**src/rtl/stream_wrr_arbiter.sv**
```systemverilog
// Packet-granular weighted round-robin merge of STREAM_COUNT valid/ready streams.
// A grant is held for a whole packet, and each owner may send up to W(qos) packets back to back.
module stream_wrr_arbiter #(
  parameter int T_DATA_WIDTH = 8,
  parameter int T_QOS__WIDTH = 4,
  parameter int STREAM_COUNT = 3,
  parameter int T_ID___WIDTH = $clog2(STREAM_COUNT)
) (
  input  logic                                      clk,
  input  logic                                      rst_n,
  input  logic [STREAM_COUNT-1:0][T_DATA_WIDTH-1:0] s_data_i,
  input  logic [STREAM_COUNT-1:0][T_QOS__WIDTH-1:0] s_qos_i,
  input  logic [STREAM_COUNT-1:0]                   s_last_i,
  input  logic [STREAM_COUNT-1:0]                   s_valid_i,
  output logic [STREAM_COUNT-1:0]                   s_ready_o,
  output logic [T_DATA_WIDTH-1:0]                   m_data_o,
  output logic [T_QOS__WIDTH-1:0]                   m_qos_o,
  output logic [T_ID___WIDTH-1:0]                   m_id_o,
  output logic                                      m_last_o,
  output logic                                      m_valid_o,
  input  logic                                      m_ready_i
);
  localparam int IDW1 = T_ID___WIDTH + 1;

  typedef enum logic {ARB, GRANT} state_t;

  state_t                  state_reg, state_next;
  logic [T_ID___WIDTH-1:0] owner_reg, owner_next;
  logic [T_ID___WIDTH-1:0] rr_ptr_reg, rr_ptr_next;
  logic [T_QOS__WIDTH-1:0] budget_reg, budget_next;
  logic [T_QOS__WIDTH:0]   pkt_cnt_reg, pkt_cnt_next;

  logic [T_DATA_WIDTH-1:0] m_data_reg;
  logic [T_QOS__WIDTH-1:0] m_qos_reg;
  logic [T_ID___WIDTH-1:0] m_id_reg;
  logic                    m_last_reg;
  logic                    m_valid_reg;

  // Candidate order for the search: rr_ptr, rr_ptr+1, ... folded back into 0..STREAM_COUNT-1.
  logic [IDW1-1:0]         cand_sum [STREAM_COUNT];
  logic [T_ID___WIDTH-1:0] cand_idx [STREAM_COUNT];

  logic                    slot_free;
  logic                    accept;
  logic                    found;
  logic [T_ID___WIDTH-1:0] sel;
  logic [T_QOS__WIDTH-1:0] sel_weight;
  logic                    exhausted;
  logic [T_QOS__WIDTH:0]   pkt_cnt_inc;
  logic [T_ID___WIDTH-1:0] owner_inc;

  generate
    for (genvar gi = 0; gi < STREAM_COUNT; gi++) begin : g_cand
      assign cand_sum[gi] = {1'b0, rr_ptr_reg} + IDW1'(gi);
      assign cand_idx[gi] = (cand_sum[gi] >= IDW1'(STREAM_COUNT))
                          ? T_ID___WIDTH'(cand_sum[gi] - IDW1'(STREAM_COUNT))
                          : T_ID___WIDTH'(cand_sum[gi]);
      assign s_ready_o[gi] = (state_reg == GRANT) && (owner_reg == T_ID___WIDTH'(gi)) && slot_free;
    end
  endgenerate

  assign slot_free   = !m_valid_reg || m_ready_i;
  assign accept      = (state_reg == GRANT) && s_valid_i[owner_reg] && slot_free;
  assign exhausted   = pkt_cnt_reg >= {1'b0, budget_reg};
  assign pkt_cnt_inc = pkt_cnt_reg + 1'b1;
  assign owner_inc   = (owner_reg == T_ID___WIDTH'(STREAM_COUNT - 1)) ? '0 : owner_reg + 1'b1;
  assign sel_weight  = (s_qos_i[sel] == '0) ? T_QOS__WIDTH'(1) : s_qos_i[sel];

  // Walk from the far end so the nearest valid candidate to rr_ptr wins.
  always_comb begin
    found = 1'b0;
    sel   = '0;
    for (int k = STREAM_COUNT - 1; k >= 0; k--) begin
      if (s_valid_i[cand_idx[k]]) begin
        found = 1'b1;
        sel   = cand_idx[k];
      end
    end
  end

  always_comb begin
    state_next   = state_reg;
    owner_next   = owner_reg;
    rr_ptr_next  = rr_ptr_reg;
    budget_next  = budget_reg;
    pkt_cnt_next = pkt_cnt_reg;
    case (state_reg)
      ARB: begin
        if (found) begin
          state_next = GRANT;
          owner_next = sel;
          if ((sel != owner_reg) || exhausted) begin
            budget_next  = sel_weight;
            pkt_cnt_next = '0;
          end
        end
      end
      GRANT: begin
        if (accept && s_last_i[owner_reg]) begin
          state_next   = ARB;
          pkt_cnt_next = pkt_cnt_inc;
          // Keep preferring the owner until its packet budget is used up.
          rr_ptr_next  = (pkt_cnt_inc == {1'b0, budget_reg}) ? owner_inc : owner_reg;
        end
      end
      default: state_next = ARB;
    endcase
  end

  always_ff @(posedge clk) begin
    if (rst_n) begin
      state_reg   <= ARB;
      owner_reg   <= '0;
      rr_ptr_reg  <= '0;
      budget_reg  <= '0;
      pkt_cnt_reg <= '0;
      m_data_reg  <= '0;
      m_qos_reg   <= '0;
      m_id_reg    <= '0;
      m_last_reg  <= 1'b0;
      m_valid_reg <= 1'b0;
    end else begin
      state_reg   <= state_next;
      owner_reg   <= owner_next;
      rr_ptr_reg  <= rr_ptr_next;
      budget_reg  <= budget_next;
      pkt_cnt_reg <= pkt_cnt_next;
      if (accept) begin
        m_data_reg  <= s_data_i[owner_reg];
        m_qos_reg   <= s_qos_i[owner_reg];
        m_id_reg    <= owner_reg;
        m_last_reg  <= s_last_i[owner_reg];
        m_valid_reg <= 1'b1;
      end else if (m_ready_i) begin
        m_valid_reg <= 1'b0;
      end
    end
  end

  assign m_data_o  = m_data_reg;
  assign m_qos_o   = m_qos_reg;
  assign m_id_o    = m_id_reg;
  assign m_last_o  = m_last_reg;
  assign m_valid_o = m_valid_reg;

endmodule

```
**config.mk**
```make
export PLATFORM = sky130hd
export DESIGN_NAME = stream_wrr_arbiter
export DESIGN_NICKNAME = d
export VERILOG_FILES = /design/src/rtl/stream_wrr_arbiter.sv
export SDC_FILE = /design/constraint.sdc
export NUM_CORES = 1
export LEC_CHECK = 0
export ABC_AREA = 0
export CAP_MARGIN = 20
export CORE_ASPECT_RATIO = 0.8
export CORE_MARGIN = 2
export CORE_UTILIZATION = 35
export DETAILED_ROUTE_END_ITERATION = 10
export PLACE_DENSITY = 0.67
export SLEW_MARGIN = 20
export SYNTH_ARGS = -nofsm -noshare
export SYNTH_HDL_FRONTEND = slang
export SYNTH_SLANG_ARGS = --single-unit
```
**constraint.sdc**
```tcl
create_clock -name clk -period 5.2 [get_ports clk]
set_input_delay 1.56 -clock clk [delete_from_list [all_inputs] [get_ports clk]]
set_output_delay 1.56 -clock clk [all_outputs]
set_load 0.1 [all_outputs]
```
==> key figures, run 1 <==
Logic synthesis
  • Synth async-reset ratio: 0%
  • Syn Area/Cell: 7.76 µm²
  • Synth Warn #: 0
  • Post-synth EDFFs: 0
  • Sequential fraction of the synthesis area: 29.3%
  • Area leader, netlist: dfxtp_1
  • Synthesized area: 2050 µm²
  • Synth top area share: 29.3%
  • Synth Register Bits: 30
  • Mapped Nets: 317
  • Synth Flop Type: dfxtp_1
  • Synthesized instance count: 264
  • Count of cell types in the netlist: 46
  • Main area contributors after synthesis: dfxtp_1 29%, mux2i_1 11%, nor2_1 6.0%, a211oi_1 5.9%, a21oi_1 5.6%

Flow run
  • Max cap viols: 0

STA
  • RSZ-0062 raised after global routing: false
  • Fin. Hold Viols: 0
  • Max_slew headroom: 32.9%
  • Worst Tran Pin Value: 1.00 ns
  • Fin crit share: 83.7%
  • Worst Clk Skew: 0.0104 ns
  • Setup TNS: 0 ns
  • Final setup viols: 0
  • Final Critical Period: 4.35 ns
  • Slew Viols, Final: 0
  • Fmax: 230 MHz

Clock tree
  • Num CTS Buffers: 5
  • Setup repair bufs after CTS: 0
  • CTS tree: built
  • Sink Count: 30
  • Clock Latency Late Sink: 0.28 ns
  • Cts-stage hold buffer count: 0
  • Post-cts repair resize count: 0
  • Root Buffer: clkbuf_8
  • H-tree depth: 2
  • CTS Buffer Depth: 2
  • Reg clk slew, reported paths: 0.07 ns

Routing
  • Total number of vias: 2,060
  • First DRT Iteration DRCs: 121
  • Residual DRC count: 0
  • Wirelength per Cell: 13.1 µm
  • Pre-Repair DR Iteration Count: 4
  • Vias per cell: 5.14
  • Post-route ant nets: 0
  • WL final: 5250 µm

Cells and area
  • Fillers: 512
  • Finished Core Util: 51.4%
  • FF/Latch Area: 601 µm²
  • Most common cell after layout, fill and taps aside: clkdlybuf4s50_1
  • Largest register FFs: 8
  • Multi-input logic area: 1350 µm²
  • Area Overhead vs Synth: 39.3%
  • Nets: 375
  • Most frequent cells in the layout: 60 x clkdlybuf4s50_1, 33 x nor2_1, 30 x dfxtp_1
  • Ant diodes: 0
  • Share of cells above drive strength 1: 8.05%

Setup path
  • R2R Setup Slk: 2.77 ns
  • RR Startpoint: rr_ptr_reg[0]
  • CP arrival: 2.79 ns
  • CP endpoint kind: output port
  • Reg2reg path depth: 8
  • Critical Path Start Type: input pin
  • CP max stage cell: clkdlybuf4s50_1
  • Critical R2R Capture: pkt_cnt_reg[4]
  • Max stage delay on crit path: 0.45 ns
  • Worst path cell trace: clkdlybuf4s50_1 -> nand2b_1 -> nand2_1 -> nor3_2 -> buf_12
  • Worst-path maximum fanout: 4
  • CP Data Required Time: 3.64 ns
  • Crit Path Class: in2out
  • Cell family with most CP delay: buffers and inverters
  • Buf/Inv on CP: 2

Global route
  • GRT Util Overall: 17.1%
  • Antenna violations before repair: 0
  • Remaining Overflow, GRT: 0
  • Vias in the first global route: 1,880
  • First-pass GRT wire length: 8850 µm
  • Pin count of the biggest net entering global routing: 26

Placed design
  • IO buf count: 63
  • Placer congestion estimate: 0.861
  • Hpwl dp: 4070 µm

Power and ir drop
  • VDD IR max: 0.186 mV
  • Cell area power density: 326 nW/µm²
  • Leakage: 1.08 nW

Min path
  • Hold Path Depth: 2
  • Worst Hold Launch: budget_reg[0]
  • Hold Path Class: reg2reg
  • Worst hold endpoint: budget_reg[0]

Outcome
  • Status: completed

Floorplanning
  • Initial core utilization: 36.9%
  • Die area: 6490 µm²
  • Core area: 5560 µm²
  • Die width: 89.6 µm
  • Cell row count: 24
  • Ports: 64
  • Die Ht: 72.4 µm
==> cells by family after synthesis <==
logic type	after synthesis	share of synthesized area (%)
AND/OR/NAND/NOR	94	22.7
AO/OA/AOI/OAI	73	23.2
flip-flops	30	29.3
buffers and inverters	29	5.68
multiplexers	23	11.2
adder cells (fa/ha/maj)	8	4.88
XOR/XNOR	7	2.99
==> where the power goes <==
part           internal, mW  switching, mW
Sequential            0.260         0.0315
Clock                 0.107         0.0848
Combinational         0.165          0.283
==> through the flow <==
stage | power [mW] | area (µm²) | hold WS (ns) | worst slack, ns | cells
finish | 0.931 | 2850 | 0.478 | 0.848 | 401
CTS | 0.935 | 2850 | 0.481 | 0.826 | 401
global placement | 0.738 | 2760 | 0.457 | 0.860 | 393
detailed placement | 0.743 | 2760 | 0.472 | 0.830 | 393
floorplan | 0.619 | 2050 | 0.443 | 0.692 | 264
global route | 0.986 | 2850 | 0.519 | 0.795 | 401
==> cell type report <==
cell class              count  area share [%]
multi-input cells         205            47.3
flip-flops and latches     30            21.0
well taps                  78            3.42
repair buffers             67            23.3
clock inverters             1           0.175
inverters                  13            1.71
clock buffers               7            3.02
==> worst min-delay path, delay by kind of cell (launching register included) <==
family,cells,cell delay (ns)
flip-flops,1,0.32
multiplexers,1,0.06
AND/OR/NAND/NOR,1,0.06
==> worst max-delay path by stage <==
| stage | start | to | slack (ns) | depth (start not counted) |
|---|---|---|---|---|
| finish | m_ready_i | s_ready_o[0] | 0.85 | 5 |
| global route | m_ready_i | s_ready_o[0] | 0.80 | 5 |
| CTS | m_ready_i | s_ready_o[0] | 0.83 | 5 |
| detailed placement | m_ready_i | s_ready_o[0] | 0.83 | 5 |
| global placement | m_ready_i | s_ready_o[0] | 0.86 | 5 |
| floorplan | m_ready_i | s_ready_o[0] | 0.69 | 3 |
==> per-layer routing <==
metal | part of all wire [%] | vias up | global-route usage (%)
met5 | 0 | - | 0
met1 | 48 | 924 | 25.1
met3 | 7.2 | 4 | 5.12
met2 | 44 | 65 | 25.1
li1 | - | 1067 | -
met4 | 0.42 | 0 | 2.99
==> synth_stat cells (all sizes together), types with 4 or more instances <==
master and number:
nor2b 4, inv 13, nand3 12, ha 8
clkbuf 10, and3 8, dfxtp 30, nand2 12
buf 6, a211oi 16, nor3 11, nor2 34
a21oi 23, xnor2 4, o21ai 18, nand2b 4
mux2i 23
Note: power is estimated with default switching activity, not from simulation.
==> run 2: changes to the inputs <==
--- a/config.mk
+++ b/config.mk
@@ -11,7 +11,7 @@
 export CORE_MARGIN = 2
 export CORE_UTILIZATION = 35
 export DETAILED_ROUTE_END_ITERATION = 10
-export PLACE_DENSITY = 0.67
+export PLACE_DENSITY = 0.69
 export SLEW_MARGIN = 20
 export SYNTH_ARGS = -nofsm -noshare
 export SYNTH_HDL_FRONTEND = slang
==> constraint.sdc (replaced) <==
create_clock -name clk -period 4 [get_ports clk]
set_input_delay 1.2 -clock clk [delete_from_list [all_inputs] [get_ports clk]]
set_output_delay 1.2 -clock clk [all_outputs]
set_load 0.1 [all_outputs]
==> key figures, run 2 (synthesized netlist as in run 1, its figures left out) <==
Outcome
  • Status: completed (unchanged)

Floorplanning
  • Cell row count: 24 (unchanged)
  • Initial core utilization: 36.9% (unchanged)
  • Die width: 89.6 µm (unchanged)
  • Die area: 6490 µm² (unchanged)
  • Ports: 64 (unchanged)
  • Die Ht: 72.4 µm (unchanged)
  • Core area: 5560 µm² (unchanged)

Cells and area
  • Largest register FFs: 8 (unchanged)
  • Ant diodes: 0 (unchanged)
  • Area Overhead vs Synth: 40.0% (was 39.3%)
  • Finished Core Util: 51.6% (was 51.4%)
  • Most frequent cells in the layout: 59 x clkdlybuf4s50_1, 33 x nor2_1, 30 x dfxtp_1 (was 60 x clkdlybuf4s50_1, 33 x nor2_1, 30 x dfxtp_1)
  • FF/Latch Area: 601 µm² (unchanged)
  • Fillers: 526 (was 512)
  • Multi-input logic area: 1340 µm² (was 1350 µm²)
  • Nets: 375 (unchanged)
  • Post-route cell area: 2870 µm² (was 2850 µm²)
  • Post-route insts no fill: 401 (unchanged)
  • Share of cells above drive strength 1: 8.36% (was 8.05%)
  • Most common cell after layout, fill and taps aside: clkdlybuf4s50_1 (unchanged)

Clock tree
  • Root Buffer: clkbuf_8 (unchanged)
  • Sink Count: 30 (unchanged)
  • CTS Buffer Depth: 2 (unchanged)
  • Reg clk slew, reported paths: 0.06 ns (was 0.07 ns)
  • H-tree depth: 2 (unchanged)
  • CTS tree: built (unchanged)
  • Post-cts repair resize count: 0 (unchanged)
  • Num CTS Buffers: 5 (unchanged)
  • Cts-stage hold buffer count: 0 (unchanged)
  • Clock Latency Late Sink: 0.28 ns (about the same)
  • Setup repair bufs after CTS: 0 (unchanged)

Placed design
  • Post-Place Cells: 393 (unchanged)
  • Hpwl dp: 4150 µm (was 4070 µm)
  • Placer congestion estimate: 0.866 (was 0.861)
  • Area of placed instances: 2780 µm² (was 2760 µm²)
  • IO buf count: 63 (unchanged)

Power and ir drop
  • Gate power share: 49.4% (was 48.1%)
  • Switching fraction of total power: 42.7% (was 42.9%)
  • Internal power: 0.692 mW (was 0.531 mW)
  • Clock share of power: 20.2% (was 20.6%)
  • Cell area power density: 421 nW/µm² (was 326 nW/µm²)
  • Sequential power share: 30.5% (was 31.3%)
  • Total power: 1.21 mW (was 0.931 mW)
  • Leakage: 1.09 nW (was 1.08 nW)
  • Sw Pwr: 0.516 mW (was 0.400 mW)
  • VDD IR max: 0.232 mV (was 0.186 mV)

Setup path
  • Levels on crit path: 5 (unchanged)
  • CP arrival: 2.33 ns (was 2.79 ns)
  • Buf/Inv on CP: 2 (unchanged)
  • Worst path cell trace: clkdlybuf4s50_1 -> nand2b_1 -> nand2_1 -> nor3_2 -> buf_12 (unchanged)
  • Crit Path Class: in2out (unchanged)
  • Critical Path Start Type: input pin (unchanged)
  • Max stage delay on crit path: 0.44 ns (was 0.45 ns)
  • CP endpoint kind: output port (unchanged)
  • CP Data Required Time: 2.80 ns (was 3.64 ns)
  • R2R Setup Slk: 1.64 ns (was 2.77 ns)
  • Critical R2R Capture: budget_reg[0] (was pkt_cnt_reg[4])
  • RR Startpoint: rr_ptr_reg[0] (unchanged)
  • Worst-path maximum fanout: 4 (unchanged)
  • CP max stage cell: clkdlybuf4s50_1 (unchanged)
  • Cell family with most CP delay: buffers and inverters (unchanged)
  • Reg2reg path depth: 8 (unchanged)

Routing
  • Vias per cell: 5.17 (was 5.14)
  • Residual DRC count: 0 (unchanged)
  • Post-route ant nets: 0 (unchanged)
  • Total number of vias: 2,074 (was 2,060)
  • WL final: 5480 µm (was 5250 µm)
  • Wirelength per Cell: 13.7 µm (was 13.1 µm)
  • First DRT Iteration DRCs: 98 (was 121)
  • Pre-Repair DR Iteration Count: 4 (unchanged)

Global route
  • Vias in the first global route: 1,963 (was 1,880)
  • Antenna violations before repair: 0 (unchanged)
  • Pin count of the biggest net entering global routing: 28 (was 26)
  • Remaining Overflow, GRT: 0 (unchanged)
  • GRT Util Overall: 17.9% (was 17.1%)
  • First-pass GRT wire length: 9050 µm (was 8850 µm)

STA
  • Slew Viols, Final: 0 (unchanged)
  • Setup TNS: 0 ns (unchanged)
  • Max_slew headroom: 33.0% (was 32.9%)
  • Fin. Hold Viols: 0 (unchanged)
  • Fmax: 283 MHz
  • Fin crit share: 88.2%
  • Final setup viols: 0 (unchanged)
  • Worst Tran Pin Value: 1.00 ns (about the same)
  • Final Critical Period: 3.53 ns
  • Worst Clk Skew: 0.00450 ns (was 0.0104 ns)
  • RSZ-0062 raised after global routing: false (unchanged)

Min path
  • Hold Path Class: reg2reg (unchanged)
  • Worst Hold Launch: m_last_o (was budget_reg[0])
  • Hold Path Depth: 2 (unchanged)
  • Worst hold endpoint: m_last_o (was budget_reg[0])

Flow run
  • Max cap viols: 0 (unchanged)
## run 2: cell types whose count changed in the layout (fill, tap and decap cells not counted), sizes merged
cell,previous run,this run
buf,7,8
clkdlybuf4s50,60,59
## run 2: stage by stage
step / setup slack [ns] / hold WS, ns
after floorplan: 0.212 / 0.443
after global placement: 0.498 / 0.456
after detailed placement: 0.477 / 0.471
after CTS: 0.478 / 0.486
after global routing: 0.407 / 0.498
final: 0.472 / 0.480
## run 2: worst max path at each step
stage,start,endpoint,slack (ns)
floorplan,m_ready_i,s_ready_o[0],0.21
global placement,m_ready_i,s_ready_o[0],0.50
detailed placement,m_ready_i,s_ready_o[0],0.48
CTS,m_ready_i,s_ready_o[0],0.48
global route,m_ready_i,s_ready_o[0],0.41
finish,m_ready_i,s_ready_o[0],0.47
## run 2: cell type report
class / count / area share, %
clock buffer: 7 / 3.01
clock inverter: 1 / 0.174
inverter: 13 / 1.70
multi-input combinational: 205 / 46.8
sequential: 30 / 20.9
tap: 78 / 3.40
timing repair buffer: 67 / 24.0
## run 2: layer usage
layer | GRT usage [%] | share of wire (%) | up-vias
met5 | 0 | 0 | -
met1 | 24.7 | 48 | 955
li1 | - | - | 1057
met3 | 5.80 | 6.7 | 6
met4 | 5.47 | 1.5 | 0
met2 | 26.4 | 44 | 56
## run 2: worst reg2reg max path: cells and delay by family, from the launching register on
family	cells	cell delay, ns
compound gates	2	0.54
xor+xnor	1	0.29
fa+ha+maj	1	0.38
buf+inv	1	0.07
flops	1	0.36
mux	1	0.18
simple gates	2	0.47
## run 2: power by group through the flow
stage	clock, mW	combinational, mW	sequential, mW
detailed placement	0	0.594	0.374
global placement	0	0.588	0.372
floorplan	0	0.289	0.515
global route	0.262	0.643	0.374
finish	0.243	0.596	0.368
CTS	0.250	0.597	0.368
==> run 3: changes to the inputs <==
--- a/config.mk
+++ b/config.mk
@@ -11,8 +11,8 @@
 export CORE_MARGIN = 2
 export CORE_UTILIZATION = 35
 export DETAILED_ROUTE_END_ITERATION = 10
+export MAX_ROUTING_LAYER = met4
 export PLACE_DENSITY = 0.69
-export SLEW_MARGIN = 20
 export SYNTH_ARGS = -nofsm -noshare
 export SYNTH_HDL_FRONTEND = slang
 export SYNTH_SLANG_ARGS = --single-unit
==> key figures, run 3 (synthesized netlist as in run 1, its figures left out) <==
Outcome
  • Status: completed (unchanged)

Setup path
  • RR Startpoint: rr_ptr_reg[0] (unchanged)
  • R2R Setup Slk: 1.64 ns (about the same)
  • CP max stage cell: clkdlybuf4s50_1 (unchanged)
  • Worst-path maximum fanout: 4 (unchanged)
  • Reg2reg path depth: 8 (unchanged)
  • Crit Path Class: in2out (unchanged)
  • Critical Path Start Type: input pin (unchanged)
  • CP endpoint kind: output port (unchanged)
  • CP arrival: 2.33 ns (about the same)
  • Max stage delay on crit path: 0.44 ns (about the same)
  • Critical R2R Capture: pkt_cnt_reg[2] (was budget_reg[0])
  • CP Data Required Time: 2.80 ns (about the same)
  • CP Launch Point: m_ready_i (unchanged)
  • Worst path cell trace: clkdlybuf4s50_1 -> nand2b_1 -> nand2_1 -> nor3_2 -> buf_12 (unchanged)

Cells and area
  • Nets: 375 (unchanged)
  • Ant diodes: 0 (unchanged)
  • Post-route insts no fill: 401 (unchanged)
  • Largest register FFs: 8 (unchanged)
  • Most frequent cells in the layout: 59 x clkdlybuf4s50_1, 33 x nor2_1, 30 x dfxtp_1 (unchanged)
  • Share of cells above drive strength 1: 8.36% (unchanged)
  • Most common cell after layout, fill and taps aside: clkdlybuf4s50_1 (unchanged)
  • Area Overhead vs Synth: 40.0% (unchanged)

Clock tree
  • CTS Buffer Depth: 2 (unchanged)
  • H-tree depth: 2 (unchanged)
  • Sink Count: 30 (unchanged)
  • Cts-stage hold buffer count: 0 (unchanged)
  • Root Buffer: clkbuf_8 (unchanged)
  • Clock Latency Late Sink: 0.28 ns (about the same)
  • Setup repair bufs after CTS: 0 (unchanged)
  • CTS tree: built (unchanged)
  • Reg clk slew, reported paths: 0.06 ns (about the same)
  • Post-cts repair resize count: 0 (unchanged)
  • Num CTS Buffers: 5 (unchanged)

Power and ir drop
  • Sequential power share: 30.5% (about the same)
  • Leakage: 1.09 nW (unchanged)
  • VDD IR max: 0.232 mV (about the same)
  • Sw Pwr: 0.516 mW (about the same)
  • Internal power: 0.692 mW (about the same)
  • Cell area power density: 421 nW/µm² (about the same)
  • Switching fraction of total power: 42.7% (about the same)
  • Clock share of power: 20.1% (was 20.2%)
  • Gate power share: 49.4% (about the same)

Placed design
  • Hpwl dp: 4150 µm (unchanged)
  • IO buf count: 63 (unchanged)
  • Post-Place Cells: 393 (unchanged)
  • Placer congestion estimate: 0.880 (was 0.866)

Global route
  • Pin count of the biggest net entering global routing: 28 (unchanged)
  • Antenna violations before repair: 0 (unchanged)
  • Vias in the first global route: 1,961 (was 1,963)
  • Remaining Overflow, GRT: 0 (unchanged)
  • First-pass GRT wire length: 9060 µm (was 9050 µm)
  • GRT Util Overall: 18.4% (was 17.9%)

STA
  • Final Critical Period: 3.53 ns (about the same)
  • Final setup viols: 0 (unchanged)
  • Fin. Hold Viols: 0 (unchanged)
  • Worst Tran Pin Value: 1.00 ns (about the same)
  • Fin crit share: 88.2% (about the same)
  • Setup TNS: 0 ns (unchanged)
  • Slew Viols, Final: 0 (unchanged)
  • Max_slew headroom: 33.0% (unchanged)
  • Worst Clk Skew: 0.00443 ns (was 0.00450 ns)
  • RSZ-0062 raised after global routing: false (unchanged)
  • Fmax: 283 MHz (about the same)

Routing
  • Residual DRC count: 0 (unchanged)
  • Wirelength per Cell: 13.7 µm (about the same)
  • First DRT Iteration DRCs: 106 (was 98)
  • Post-route ant nets: 0 (unchanged)
  • Pre-Repair DR Iteration Count: 4 (unchanged)
  • Vias per cell: 5.20 (was 5.17)
  • WL final: 5500 µm (was 5480 µm)
  • Total number of vias: 2,087 (was 2,074)

Floorplanning
  • Cell row count: 24 (unchanged)
  • Die Ht: 72.4 µm (unchanged)
  • Die area: 6490 µm² (unchanged)
  • Initial core utilization: 36.9% (unchanged)
  • Ports: 64 (unchanged)
  • Die width: 89.6 µm (unchanged)
  • Core area: 5560 µm² (unchanged)

Flow run
  • Max cap viols: 0 (unchanged)

Min path
  • Hold Path Depth: 2 (unchanged)
  • Worst hold endpoint: m_last_o (unchanged)
  • Hold Path Class: reg2reg (unchanged)
  • Worst Hold Launch: m_last_o (unchanged)
[run 3: cell counts in the layout (fill, tap and decap cells not counted)]
Identical to the previous run, type by type.
[run 3: power groups by stage]
stage	logic, mW	clock network [mW]	registers, mW
after floorplan	0.289	0	0.515
after CTS	0.597	0.250	0.368
after global routing	0.643	0.262	0.374
after detailed placement	0.594	0	0.374
after global placement	0.588	0	0.372
final	0.597	0.243	0.368
[run 3: stage by stage]
stage / cell area, µm² / utilization [%] / setup WS [ns] / total power [mW] / hold slack (ns)
3_3_place_gp: 2780 / 50.0 / 0.498 / 0.961 / 0.456
4_1_cts: 2870 / 51.6 / 0.478 / 1.22 / 0.486
6_report: 2870 / 51.6 / 0.470 / 1.21 / 0.482
5_1_grt: 2870 / 51.6 / 0.407 / 1.28 / 0.498
2_1_floorplan: 2050 / - / 0.212 / 0.805 / 0.443
3_5_place_dp: 2780 / 50.0 / 0.477 / 0.968 / 0.471
[run 3: cell type report]
type	count	area, µm²
fillers	526	2690
multi-input cells	205	1340
repair buffers	67	688
flip-flops and latches	30	601
well taps	78	97.6
clock buffers	7	86.3
inverters	13	48.8
clock inverters	1	5.00
[run 3: layer usage]
| layer | global-route usage (%) | part of all wire (%) |
|---|---|---|
| met4 | 5.47 | 1.4 |
| met3 | 5.57 | 6.9 |
| met2 | 26.4 | 44 |
| met1 | 24.8 | 48 |
| met5 | - | 0 |
[run 3: worst max-delay path, delay by kind of cell]
kind | cells | cell delay, ns
buf+inv | 2 | 0.65
simple gates | 3 | 0.47
[run 3: worst max path at each step]
stage,endpoint,slack (ns),depth (start not counted)
after floorplan,s_ready_o[0],0.21,3
after global placement,s_ready_o[0],0.50,5
after detailed placement,s_ready_o[0],0.48,5
after CTS,s_ready_o[0],0.48,5
after global routing,s_ready_o[0],0.41,5
final,s_ready_o[0],0.47,5
